### config.mk
export PLATFORM = sky130hd
export DESIGN_NAME = demux_dispatch_ctrl
export DESIGN_NICKNAME = d
export VERILOG_FILES = /design/src/rtl/demux_pkg.sv /design/src/rtl/lane_counter.sv /design/src/rtl/demux_dispatch_ctrl.sv
export SDC_FILE = /design/constraint.sdc
export NUM_CORES = 1
export LEC_CHECK = 0
export ABC_AREA = 1
export CORE_ASPECT_RATIO = 0.7
export CORE_MARGIN = 2
export CORE_UTILIZATION = 55
export CTS_CLUSTER_DIAMETER = 120
export CTS_CLUSTER_SIZE = 10
export DETAILED_ROUTE_END_ITERATION = 8
export PLACE_DENSITY = 0.93
export SLEW_MARGIN = 20
export SYNTH_ARGS = -nofsm -noshare
export SYNTH_HDL_FRONTEND = slang
export SYNTH_HIERARCHICAL = 1
export SYNTH_SLANG_ARGS = --single-unit
### constraint.sdc
create_clock -name clk -period 2.86 [get_ports clk]
set_input_delay 0.715 -clock clk [delete_from_list [all_inputs] [get_ports clk]]
set_output_delay 0.715 -clock clk [all_outputs]
set_load 0.005 [all_outputs]
### src/rtl/demux_pkg.sv
// Shared lane and mode definitions for the 1:4 demux dispatch sequencer.
// Pure declarations, no logic.
package demux_pkg;

    localparam int NUM_LANES = 4;

    typedef logic [1:0] lane_t;

    localparam logic MODE_RR    = 1'b0;
    localparam logic MODE_FIXED = 1'b1;

endpackage

### src/rtl/lane_counter.sv
// Saturating per-lane beat counter; clr has priority over inc.
// Latency: count visible the cycle after inc; no backpressure.
module lane_counter #(
    parameter int CNT_W = 16
) (
    input  logic             clk,
    input  logic             rst,
    input  logic             clr,
    input  logic             inc,
    output logic [CNT_W-1:0] cnt
);

    always_ff @(posedge clk) begin
        if (rst || clr) begin
            cnt <= '0;
        end else if (inc && (cnt != {CNT_W{1'b1}})) begin
            cnt <= cnt + CNT_W'(1);
        end
    end

endmodule

### src/rtl/demux_dispatch_ctrl.sv
// One-entry holding register that steers beats to 4 lanes in bursts (round-robin or fixed).
// Latency 1 cycle; in_ready follows the held lane's out_ready so a drain and accept can share a cycle.
module demux_dispatch_ctrl
    import demux_pkg::*;
#(
    parameter int DATA_W    = 8,
    parameter int BURST_LEN = 4,
    parameter int CNT_W     = 16
) (
    input  logic                         clk,
    input  logic                         rst,
    input  logic                         in_valid,
    input  logic [DATA_W-1:0]            in_data,
    output logic                         in_ready,
    input  logic [NUM_LANES-1:0]         out_ready,
    output logic [NUM_LANES-1:0]         out_valid,
    output logic [DATA_W-1:0]            out_data,
    output logic [1:0]                   sel,
    input  logic                         mode,
    input  logic [1:0]                   fixed_sel,
    input  logic                         cnt_clr,
    output logic [NUM_LANES*CNT_W-1:0]   lane_cnt
);

    localparam int BW = (BURST_LEN > 1) ? $clog2(BURST_LEN) : 1;

    localparam logic ST_EMPTY = 1'b0;
    localparam logic ST_FULL  = 1'b1;

    logic          hold_valid;
    lane_t         hold_lane;
    lane_t         cur_lane;
    logic [BW-1:0] burst_cnt;
    lane_t         target;
    logic          accept;
    logic          drain;

    assign drain    = (hold_valid == ST_FULL) && out_ready[hold_lane];
    assign in_ready = !rst && ((hold_valid == ST_EMPTY) || out_ready[hold_lane]);
    assign accept   = in_valid && in_ready;
    assign target   = (mode == MODE_FIXED) ? fixed_sel : cur_lane;
    assign sel      = hold_lane;

    always_comb begin
        out_valid = '0;
        for (int i = 0; i < NUM_LANES; i++) begin
            out_valid[i] = hold_valid && (hold_lane == lane_t'(i));
        end
    end

    always_ff @(posedge clk) begin
        if (rst) begin
            hold_valid <= ST_EMPTY;
            hold_lane  <= '0;
            cur_lane   <= '0;
            burst_cnt  <= '0;
            out_data   <= '0;
        end else if (accept) begin
            hold_valid <= ST_FULL;
            hold_lane  <= target;
            out_data   <= in_data;
            // Fixed mode abandons any partial burst so round-robin later restarts cleanly.
            if (mode == MODE_FIXED) begin
                burst_cnt <= '0;
            end else if (burst_cnt == BW'(BURST_LEN - 1)) begin
                burst_cnt <= '0;
                cur_lane  <= cur_lane + lane_t'(1);
            end else begin
                burst_cnt <= burst_cnt + BW'(1);
            end
        end else if (drain) begin
            hold_valid <= ST_EMPTY;
        end
    end

    for (genvar i = 0; i < NUM_LANES; i++) begin : g_cnt
        lane_counter #(
            .CNT_W (CNT_W)
        ) u_lane_counter (
            .clk (clk),
            .rst (rst),
            .clr (cnt_clr),
            .inc (drain && (hold_lane == lane_t'(i))),
            .cnt (lane_cnt[i*CNT_W +: CNT_W])
        );
    end

endmodule
==> impl_metrics.ini <==
[logic_synthesis]
post_synth_edffs = 0
synth.yosys.warnings = 6
mappedNetlistNets = 725
dominantRegCellSynth = sky130_fd_sc_hd__dfxtp_1
synth_top_area_frac = 0.3484
synth.cells.most_frequent = sky130_fd_sc_hd__nand2_1 (182), sky130_fd_sc_hd__nor2_1 (146), sky130_fd_sc_hd__dfxtp_1 (79)
yosys.cell_types.count = 25
post_synth_instance_area_sq_um = 4539
synthesis.instances = 701
synth_area_leaders = sky130_fd_sc_hd__dfxtp_1 (35%), sky130_fd_sc_hd__nand2_1 (15%), sky130_fd_sc_hd__nor2_1 (12%)
ys_async_sr_fraction = 0
postSynthAreaPerCell_sq_um = 6.476
synth.yosys.seq_area_share = 0.3484
synth_most_common_cell = sky130_fd_sc_hd__nand2_1
synth_largest_area_cell = sky130_fd_sc_hd__dfxtp_1
synth.ff_latch_count = 79

[routing]
wirelength_mm = 12.09
route.vias.total = 4924
route.detailed.drc = 0
drt_iter0_drc = 462
drtAntennaViolNets = 0
route.detailed.vias_per_inst = 5.381
post_drt_wl_per_cell_um = 13.21
detail_route.first_pass.iterations = 6

[sta]
rsz_0062_raised_after_global_routing = no
finalWorstPathRequiredPeriod_ps = 2482
final.hold.worst_slack_ps = 472.5
tightestPinTransition_ps = 366.5
final.setup.tns_ps = 0
timing.final.max_slew_violations = 0
timing.slew.headroom = 0.7548
setup_viol_count_final = 0
period_share = 0.8678
achievable-frequency_mhz = 402.9
finalHoldViolations = 0
final_setup_skew_ps = 5.241

[status]
run_status = complete, no violations

[cts]
clock_sink_count = 79
cts_root_buf = sky130_fd_sc_hd__clkbuf_16
clock_tree_from_tritoncts = yes
source_to_sink_clock_delay_at_the_later_pin_of_the_worst_skew_pair_ps = 330
clock_tree.htree_level_count = 3
tritoncts.num_buffers = 9
cts_max_path_buffers = 2
clk_transition_reported_paths_ps = 60

[grt]
gr-total-overflow = 0
first_global_vias = 4466
initial_antenna_violation_count = 0
grt_start_max_net_pins = 17
global_route_wire_length_before_repair_mm = 19.98
global_route.usage.total = 0.2727

[pwr]
cell_leakage_power_nw = 2.150
p_per_area_nw_per_um2 = 392.3
irDropWorstVdd_uv = 366.0
totalPowerFinal_mw = 2.312

[critical_path]
cp_data_required_time_ps = 2140
worstSetupEndpointType = output port
timing.critical_path.arrival_ps = 1770
crit_path_category = in2out
worst_setup_path_start_kind = input pin
rr_worst_depth = 16
critPathMaxFanout = 2

[place]
detailed_place.area_sq_um = 5625
port_buffers = 97
detailedPlacementHpwl_mm = 8.955
post-place-cells = 899
place.gp.congestion = 0.9227

[die]
die_h_um = 80.01
fp.coreArea_sq_um = 7939
die_area_sq_um = 9008
num_rows = 27
die_width_um = 112.6
starting_utilization_of_the_core_area = 0.5718
pin_count = 98

[job]
max_cap_violations = 0

[cells_and_area]
post_route_cells_drive_above_1_share = 0.1069
fin_area_sq_um = 5894
area_delta_synth_final_pct = 29.85
finish.net_count = 834
n_antenna_cell = 0
stdcell_count = 915

[hold_path]
hold_path_class = reg2reg
hold_depth = 2
[critical path, cell delays in order]
cell                              delay [ps]
sky130_fd_sc_hd__clkdlybuf4s50_1         470
sky130_fd_sc_hd__nand2_2                  50
sky130_fd_sc_hd__nand2_1                  90
sky130_fd_sc_hd__nand2_2                  80
sky130_fd_sc_hd__nand3_4                  90
sky130_fd_sc_hd__nand2_1                  70
sky130_fd_sc_hd__inv_2                    60
sky130_fd_sc_hd__dlymetal6s2s_1          130
[cell usage in the layout, fill, tap and decap left out, types with 12 or more instances in the layout]
cell type                         instances
sky130_fd_sc_hd__nor2_4                  16
sky130_fd_sc_hd__nor2_2                  12
sky130_fd_sc_hd__nand2_1                182
sky130_fd_sc_hd__buf_4                   12
sky130_fd_sc_hd__nor2_1                 146
sky130_fd_sc_hd__nand2_2                 15
sky130_fd_sc_hd__clkdlybuf4s50_1         96
sky130_fd_sc_hd__nand4_1                 14
sky130_fd_sc_hd__a21oi_1                 40
sky130_fd_sc_hd__nand3_1                 73
sky130_fd_sc_hd__inv_1                   56
sky130_fd_sc_hd__dfxtp_1                 79
sky130_fd_sc_hd__o21ai_0                 15
[registers in the layout, indices dropped and copies added, names as in the netlist]
register	count
cur_lane	2
burst_cnt	2
hold_valid	1
sel	2
g_cnt.u_lane_counter/cnt	64
out_data	8
[cell families after synthesis]
family,share of synthesized area
compound gates,0.07690
fa+ha+maj,0.01378
buf+inv,0.07525
simple gates,0.4857
flops,0.3484
[power breakdown]
group | internal (mW) | switching (mW) | leakage, nW
Combinational | 0.0809 | 0.0831 | 1.38
Sequential | 1.11 | 0.0123 | 0.638
Clock | 0.606 | 0.415 | 0.127
[per-layer routing]
layer  vias up  wire [um]  global-route usage
met3        28        720             0.06074
met1      2239       5258              0.3310
met4         0        283              0.1110
li1       2465          -                   -
met5         -          0                   0
met2       192       5825              0.4713
[timing repair]
action,in CTS,in global routing
resized for setup,0,1
endpoints found under the setup margin,0,1
setup buffers,0,1
hold buffers,0,0
[worst paths after layout]
check	startpoint	end	slack, ps
worst min register to register	out_data[2]$_SDFFE_PP0P_	out_data[2]$_SDFFE_PP0P_	470
worst max register to register	sel[0]$_SDFFE_PP0P_	g_cnt[2].u_lane_counter/cnt[10]$_SDFFE_PP0P_	720
worst min-delay path	out_data[2]$_SDFFE_PP0P_	out_data[2]$_SDFFE_PP0P_	470
worst max-delay path	out_ready[2]	in_ready	380
[stage by stage]
step | utilization | worst slack [ps]
floorplan | - | 829.1
global placement | 0.7086 | 58.07
detailed placement | 0.7086 | 18.05
CTS | 0.7412 | 13.26
global route | 0.7425 | 183.4
finish | 0.7425 | 378.0
[final cells by class]
cell class,instances,area [sq um]
Multi-Input combinational cell,545,2616
Fill cell,609,2044
Sequential cell,79,1582
Timing Repair Buffer,109,1064
Clock buffer,14,254.0
Inverter,66,247.7
Tap cell,101,126.4
Clock inverter,1,5.005
(Power assumes the default switching activity.)
